File: src/rtl/uart_tx_fsm_pkg.sv
// -----------------------------------------------------------------------------
// uart_tx_fsm_pkg
// Shared definitions for the UART transmitter. The state encodings and
// prescale codes use the same values as the oversampling UART receiver.
//
// Contents:
//   tx_state_e         FSM state encoding (Idle/Start/Data/Parity/Stop)
//   PRESCALE_*         Prescale input codes
//   BIT_LEN_*          bit length in clocks for each prescale code
//   bit_last()         terminal edge-count value (N-1) for a prescale code
//
// Configuration macro: UART_TX_PARITY_EN (used by the files importing this).
// -----------------------------------------------------------------------------
package uart_tx_fsm_pkg;

  typedef enum logic [2:0] {
    ST_IDLE   = 3'b000,
    ST_START  = 3'b001,
    ST_DATA   = 3'b011,
    ST_PARITY = 3'b111,
    ST_STOP   = 3'b110
  } tx_state_e;

  localparam logic [1:0] PRESCALE_8  = 2'b00;
  localparam logic [1:0] PRESCALE_16 = 2'b01;
  localparam logic [1:0] PRESCALE_32 = 2'b10;

  localparam int unsigned BIT_LEN_8  = 8;
  localparam int unsigned BIT_LEN_16 = 16;
  localparam int unsigned BIT_LEN_32 = 32;

  // Codes 10 and 11 both select 32 clocks per bit.
  function automatic logic [4:0] bit_last(input logic [1:0] code);
    logic [4:0] last;
    case (code)
      PRESCALE_8:  last = 5'(BIT_LEN_8 - 1);
      PRESCALE_16: last = 5'(BIT_LEN_16 - 1);
      default:     last = 5'(BIT_LEN_32 - 1);
    endcase
    return last;
  endfunction

endpackage

File: src/rtl/uart_tx_serializer.sv
// -----------------------------------------------------------------------------
// uart_tx_serializer
// Load/shift register for the UART transmitter, plus parity generation.
// ser_bit is always the next data bit the FSM will put on the line: the FSM
// samples it and pulses shift on the same edge, so the register stays one
// bit ahead of the line.
//
// Ports:
//   clk      in   clock
//   rst      in   asynchronous reset, active-low (parity flop only)
//   load     in   capture data and compute parity
//   shift    in   shift the register right by one bit
//   data     in   DATA_WIDTH parallel word
//   par_typ  in   0 = even, 1 = odd
//   ser_bit  out  current register LSB
//   par_bit  out  parity bit computed at load
//
// Configuration macro: UART_TX_PARITY_EN (parity logic removed when undefined).
// -----------------------------------------------------------------------------
module uart_tx_serializer #(
  parameter int DATA_WIDTH = 8
) (
  input  logic                  clk,
  input  logic                  rst,
  input  logic                  load,
  input  logic                  shift,
  input  logic [DATA_WIDTH-1:0] data,
  input  logic                  par_typ,
  output logic                  ser_bit,
  output logic                  par_bit
);

  logic [DATA_WIDTH-1:0] shreg;

  // Datapath register: no reset, its contents are only meaningful after load.
  always_ff @(posedge clk) begin
    if (load) begin
      shreg <= data;
    end else if (shift) begin
      shreg <= {1'b0, shreg[DATA_WIDTH-1:1]};
    end
  end

  assign ser_bit = shreg[0];

`ifdef UART_TX_PARITY_EN
  always_ff @(posedge clk or negedge rst) begin
    if (!rst) begin
      par_bit <= 1'b0;
    end else if (load) begin
      par_bit <= (^data) ^ par_typ;
    end
  end
`else
  logic unused_ctrl;
  assign unused_ctrl = par_typ & rst;
  assign par_bit     = 1'b0;
`endif

endmodule

File: src/rtl/uart_tx_fsm.sv
// -----------------------------------------------------------------------------
// uart_tx_fsm
// UART transmitter: serializes one DATA_WIDTH word into a
// start / data (LSB first) / [parity] / stop frame. Each bit lasts N clocks,
// N = 8/16/32 chosen by Prescale. Settings are latched when a request is
// accepted, so mid-frame input changes have no effect.
//
// Ports:
//   clk         in   clock
//   rst         in   asynchronous reset, active-low
//   P_DATA      in   DATA_WIDTH word to send
//   DATA_VALID  in   send request (ignored while Busy)
//   PAR_EN      in   parity enable
//   PAR_TYP     in   parity type, 0 = even, 1 = odd
//   Prescale    in   00 -> 8, 01 -> 16, 1x -> 32 clocks per bit
//   TX_OUT      out  serial line, idle high (registered)
//   Busy        out  frame in progress (registered)
//
// Configuration macro: UART_TX_PARITY_EN. When undefined the Parity state is
// removed, PAR_EN/PAR_TYP are ignored and every frame is 2 + DATA_WIDTH bits.
// -----------------------------------------------------------------------------
module uart_tx_fsm
  import uart_tx_fsm_pkg::*;
#(
  parameter int DATA_WIDTH   = 8,
  parameter int Counter_Size = 5
) (
  input  logic                  clk,
  input  logic                  rst,
  input  logic [DATA_WIDTH-1:0] P_DATA,
  input  logic                  DATA_VALID,
  input  logic                  PAR_EN,
  input  logic                  PAR_TYP,
  input  logic [1:0]            Prescale,
  output logic                  TX_OUT,
  output logic                  Busy
);

  localparam int BitCntW = $clog2(DATA_WIDTH);
  localparam logic [BitCntW-1:0] LastBit = BitCntW'(DATA_WIDTH - 1);

  tx_state_e               state;
  logic [Counter_Size-1:0] edge_cnt;
  logic [Counter_Size-1:0] bit_last_q;
  logic [BitCntW-1:0]      bit_cnt;
  logic                    edge_done;
  logic                    load;
  logic                    shift;
  logic                    ser_bit;
  logic                    par_bit;
  logic                    par_typ_sel;

`ifdef UART_TX_PARITY_EN
  logic par_en_q;
  assign par_typ_sel = PAR_TYP;
`else
  logic unused_par;
  assign unused_par  = PAR_EN ^ PAR_TYP ^ par_bit;
  assign par_typ_sel = 1'b0;
`endif

  assign edge_done = (edge_cnt == bit_last_q);
  assign load      = (state == ST_IDLE) && DATA_VALID;
  // The register advances at the end of Start and of every data bit, so that
  // ser_bit already holds the bit the FSM registers onto the line next.
  assign shift     = edge_done && ((state == ST_START) || (state == ST_DATA));

  uart_tx_serializer #(
    .DATA_WIDTH(DATA_WIDTH)
  ) u_serializer (
    .clk    (clk),
    .rst    (rst),
    .load   (load),
    .shift  (shift),
    .data   (P_DATA),
    .par_typ(par_typ_sel),
    .ser_bit(ser_bit),
    .par_bit(par_bit)
  );

  // TX_OUT and Busy are assigned on the transition into each state, so the
  // registered line value always matches the state being entered.
  always_ff @(posedge clk or negedge rst) begin
    if (!rst) begin
      state      <= ST_IDLE;
      edge_cnt   <= '0;
      bit_cnt    <= '0;
      bit_last_q <= Counter_Size'(bit_last(PRESCALE_8));
      TX_OUT     <= 1'b1;
      Busy       <= 1'b0;
`ifdef UART_TX_PARITY_EN
      par_en_q   <= 1'b0;
`endif
    end else begin
      case (state)
        ST_IDLE: begin
          TX_OUT   <= 1'b1;
          Busy     <= 1'b0;
          edge_cnt <= '0;
          bit_cnt  <= '0;
          if (DATA_VALID) begin
            bit_last_q <= Counter_Size'(bit_last(Prescale));
`ifdef UART_TX_PARITY_EN
            par_en_q   <= PAR_EN;
`endif
            state      <= ST_START;
            TX_OUT     <= 1'b0;
            Busy       <= 1'b1;
          end
        end

        ST_START: begin
          if (edge_done) begin
            edge_cnt <= '0;
            bit_cnt  <= '0;
            state    <= ST_DATA;
            TX_OUT   <= ser_bit;
          end else begin
            edge_cnt <= edge_cnt + 1'b1;
          end
        end

        ST_DATA: begin
          if (edge_done) begin
            edge_cnt <= '0;
            if (bit_cnt == LastBit) begin
`ifdef UART_TX_PARITY_EN
              if (par_en_q) begin
                state  <= ST_PARITY;
                TX_OUT <= par_bit;
              end else begin
                state  <= ST_STOP;
                TX_OUT <= 1'b1;
              end
`else
              state  <= ST_STOP;
              TX_OUT <= 1'b1;
`endif
            end else begin
              bit_cnt <= bit_cnt + 1'b1;
              TX_OUT  <= ser_bit;
            end
          end else begin
            edge_cnt <= edge_cnt + 1'b1;
          end
        end

`ifdef UART_TX_PARITY_EN
        ST_PARITY: begin
          if (edge_done) begin
            edge_cnt <= '0;
            state    <= ST_STOP;
            TX_OUT   <= 1'b1;
          end else begin
            edge_cnt <= edge_cnt + 1'b1;
          end
        end
`endif

        ST_STOP: begin
          if (edge_done) begin
            edge_cnt <= '0;
            state    <= ST_IDLE;
            TX_OUT   <= 1'b1;
            Busy     <= 1'b0;
          end else begin
            edge_cnt <= edge_cnt + 1'b1;
          end
        end

        // Illegal encodings recover to Idle.
        default: begin
          state    <= ST_IDLE;
          edge_cnt <= '0;
          bit_cnt  <= '0;
          TX_OUT   <= 1'b1;
          Busy     <= 1'b0;
        end
      endcase
    end
  end

endmodule

File: config.mk
export PLATFORM = sky130hd
export DESIGN_NAME = uart_tx_fsm
export DESIGN_NICKNAME = d
export VERILOG_FILES = /design/src/rtl/uart_tx_fsm_pkg.sv /design/src/rtl/uart_tx_serializer.sv /design/src/rtl/uart_tx_fsm.sv
export SDC_FILE = /design/constraint.sdc
export NUM_CORES = 1
export LEC_CHECK = 0
export BUFFER_PORTS_ARGS = -buffer_cell sky130_fd_sc_hd__buf_2
export CAP_MARGIN = 20
export CORE_MARGIN = 4
export CORE_UTILIZATION = 54
export DETAILED_ROUTE_END_ITERATION = 7
export PLACE_DENSITY_LB_ADDON = 0.25
export SETUP_SLACK_MARGIN = 0.4
export SLEW_MARGIN = 20
export SYNTH_ARGS = -nofsm -noshare
export SYNTH_HDL_FRONTEND = slang
export SYNTH_SLANG_ARGS = --single-unit
File: constraint.sdc
create_clock -name clk -period 2.3 [get_ports clk]
set_input_delay 0.23 -clock clk [delete_from_list [all_inputs] [get_ports clk]]
set_output_delay 0.23 -clock clk [all_outputs]
set_load 0.01 [all_outputs]
==> reports/metrics.cfg <==
[place]
placed_cell_area_um2 = 1220
dpl.cell_count = 137
hpwl_dp_mm = 1.40
routabilityCongestion = 0.774
port_buffers = 14

[critical_path]
slowest_stage = sky130_fd_sc_hd__or3_1
cp_data_arrival_time_ps = 1940
crit_end = TX_OUT$_DFFE_PN1P_
largest_incremental_delay_on_the_critical_path_ps = 480
regToRegStartpoint = edge_cnt[0]$_DFF_PN0_
worst-endpoint-required_ps = 2550
crit_path_max_fanout = 6
critical_path.startpoint = edge_cnt[0]$_DFF_PN0_
cp_top_family = simple AND/OR/NAND/NOR gates
register_to_register_path_setup_slack_ps = 610
critical_r2r_capture = TX_OUT$_DFFE_PN1P_
worst-path-buf-inv = 0
worstSetupPathType = reg -> reg
crit_chain = ha_1, nand2_1, or3_1, nand2_4, mux2_4
timing.critical_path.to_type = flop
path_depth = 5
r2r.worst_path.cells = 5
cp-start-kind = flop

[job]
max-cap-violations = 0

[die]
io-pin-count = 17
fp-row-count = 16
die_w_um = 53.7
floorplan.die_area_um2 = 2880
initial_core_util = 0.569
die-height_um = 53.7
core-area_um2 = 1980

[clock_tree]
clock_latency_ps = 300
cts_max_level = 1
tritoncts = done
cts_root_buf = sky130_fd_sc_hd__clkbuf_4
cts_resized = 0
cts.sinks = 23
clk_path_buf_depth = 2
worst_setup_hold_path_clk_slew_ps = 120
post-cts-setup-buffer-count = 0
cts_made_buffers = 3

[grt]
grt_overflow = 0
gr-usage-all-layers = 0.149
grt_pass1_vias = 722
number_of_antenna_violations_at_the_first_check_in_global_routing = 0
global_route_wire_length_before_repair_mm = 3.13
maximum_number_of_pins_on_one_net_before_global_route_repair = 16

[yosys]
synth.yosys.seq_area_share = 0.547
yosys_most_used_dff = sky130_fd_sc_hd__dfrtp_1
synth_fp_nets = 116
asyncSetResetFlopFracSynth = 0.652
synth_area_per_cell_um2 = 11.5
synth.top_cells.by_area = sky130_fd_sc_hd__dfrtp_1, sky130_fd_sc_hd__edfxtp_1, sky130_fd_sc_hd__mux2_2, sky130_fd_sc_hd__xor2_1, sky130_fd_sc_hd__ha_1
syn_area_um2 = 1130
synth_warnings = 0
yosys.area.top_type_share = 0.311
synth_area_leader_cell = sky130_fd_sc_hd__dfrtp_1
synth-seq-cells = 23
synthesis.instances = 98
number_of_enable_flip_flop_cells_after_synthesis = 8
yosysUniqueCellTypes = 33

[cells_and_area]
nets = 134
insertedDiodeCount = 0
area_growth_pct = 11.5
fin_cells = 142
layout_common_cells = sky130_fd_sc_hd__dfrtp_1, sky130_fd_sc_hd__buf_2, sky130_fd_sc_hd__nand2_1
layout.area.seq_um2 = 617
multi_input_area_um2 = 482
n_fill_cell = 161
layout-drive-gt1-share = 0.287
postLayoutCellArea_um2 = 1260

[drt]
ant_nets = 0
post-route-drc-count = 0
vias = 750
wl_per_cell_um = 12.9
drt_iter0_drc = 13
total_wire_length_after_detailed_routing_mm = 1.83
drt_pre_antenna_iters = 4
viasPerCell = 5.28

[worst_hold_path]
timing.hold.worst.class = in -> reg

[power_and_ir_drop]
p_leak_uw = 0.000553
ir_drop_v = 0.000518
power_density_nw_per_um2 = 880
totalPowerFinal_uw = 1110

[timing]
final.period_utilization = 0.735
setup_tns_ps = 0
finalMaxSlewViolations = 0
period_needed_ps = 1690
max_freq_ghz = 0.591
rsz0062_at_grt = no
fin_skew_ps = 2.90
tightestPinTransition_ps = 457
setup_violations = 0
max_slew_margin = 0.695
timing_hold_violations_final = 0

[outcome]
run_status = complete, no violations

[layer usage]
layer  wire length, µm  part of all wire  global-route usage
met1               830              0.45               0.199
met2               901              0.49               0.246
met3                81             0.044              0.0249
met4                21             0.011              0.0511
met5                 0                 0                   0
[repair_timing]
action	4_1_cts	5_1_grt
hold buffers	1	0
endpoints found under the setup margin	0	0
hold endpoints to repair	14	0
[cell families after synthesis]
kind of cell               synth area share
xor gates and xnor gates             0.0388
AOI/OAI and AO/OA                    0.0699
adders and majority gates            0.0333
muxes                                 0.111
buffers and inverters                0.0255
DFF                                   0.547
and+or+nand+nor                       0.174
[through the flow]
stage	setup WS [ps]	hold slack (ps)	util
finish	609	174	0.634
global route	549	172	0.634
CTS	618	170	0.634
detailed placement	637	155	0.616
global placement	642	150	0.616
floorplan	700	-65.6	-
[worst min path at each step]
stage	from	end	cells after the start
after CTS	Prescale[1]	bit_last_q[4]$_DFFE_PN0N_	2
final	Prescale[1]	bit_last_q[4]$_DFFE_PN0N_	2
after floorplan	rst	Busy$_DFFE_PN0P_	0
after detailed placement	rst	edge_cnt[2]$_DFF_PN0_	1
after global placement	rst	edge_cnt[2]$_DFF_PN0_	1
after global routing	Prescale[1]	bit_last_q[4]$_DFFE_PN0N_	2
[report_power, final]
group          switching (µW)  total, µW  internal (µW)  leakage (µW)
clock                     117        185           67.6     0.0000150
sequential               95.2        629            533      0.000252
combinational             143        293            150      0.000286
total                     355       1110            751      0.000553
[final cells by class]
cell class / count / share of cell area
well taps: 27 / 0.0269
clock buffers: 4 / 0.0209
inverters: 1 / 0.00299
flip-flops and latches: 23 / 0.491
repair buffers: 17 / 0.0756
multi-input cells: 70 / 0.383
[registers in the layout, summed over array words and instances, names as in the netlist]
register,count
edge_cnt,5
bit_last_q,2
Busy,1
u_serializer.shreg,8
bit_cnt,3
TX_OUT,1
state,3
[cells in the mapped netlist, types with 2 or more instances]
| master | number |
|---|---|
| sky130_fd_sc_hd__nand2_1 | 9 |
| sky130_fd_sc_hd__mux2i_1 | 2 |
| sky130_fd_sc_hd__mux2_2 | 8 |
| sky130_fd_sc_hd__nor2_1 | 8 |
| sky130_fd_sc_hd__o21ai_0 | 3 |
| sky130_fd_sc_hd__dfrtp_1 | 14 |
| sky130_fd_sc_hd__and2_1 | 2 |
| sky130_fd_sc_hd__ha_1 | 3 |
| sky130_fd_sc_hd__xor2_1 | 5 |
| sky130_fd_sc_hd__edfxtp_1 | 8 |
| sky130_fd_sc_hd__nand3_1 | 7 |
| sky130_fd_sc_hd__a21oi_1 | 5 |
| sky130_fd_sc_hd__nor2b_1 | 2 |
| sky130_fd_sc_hd__nor3_1 | 2 |
| sky130_fd_sc_hd__nand2b_1 | 2 |
Note: power is estimated with default switching activity, not from simulation.
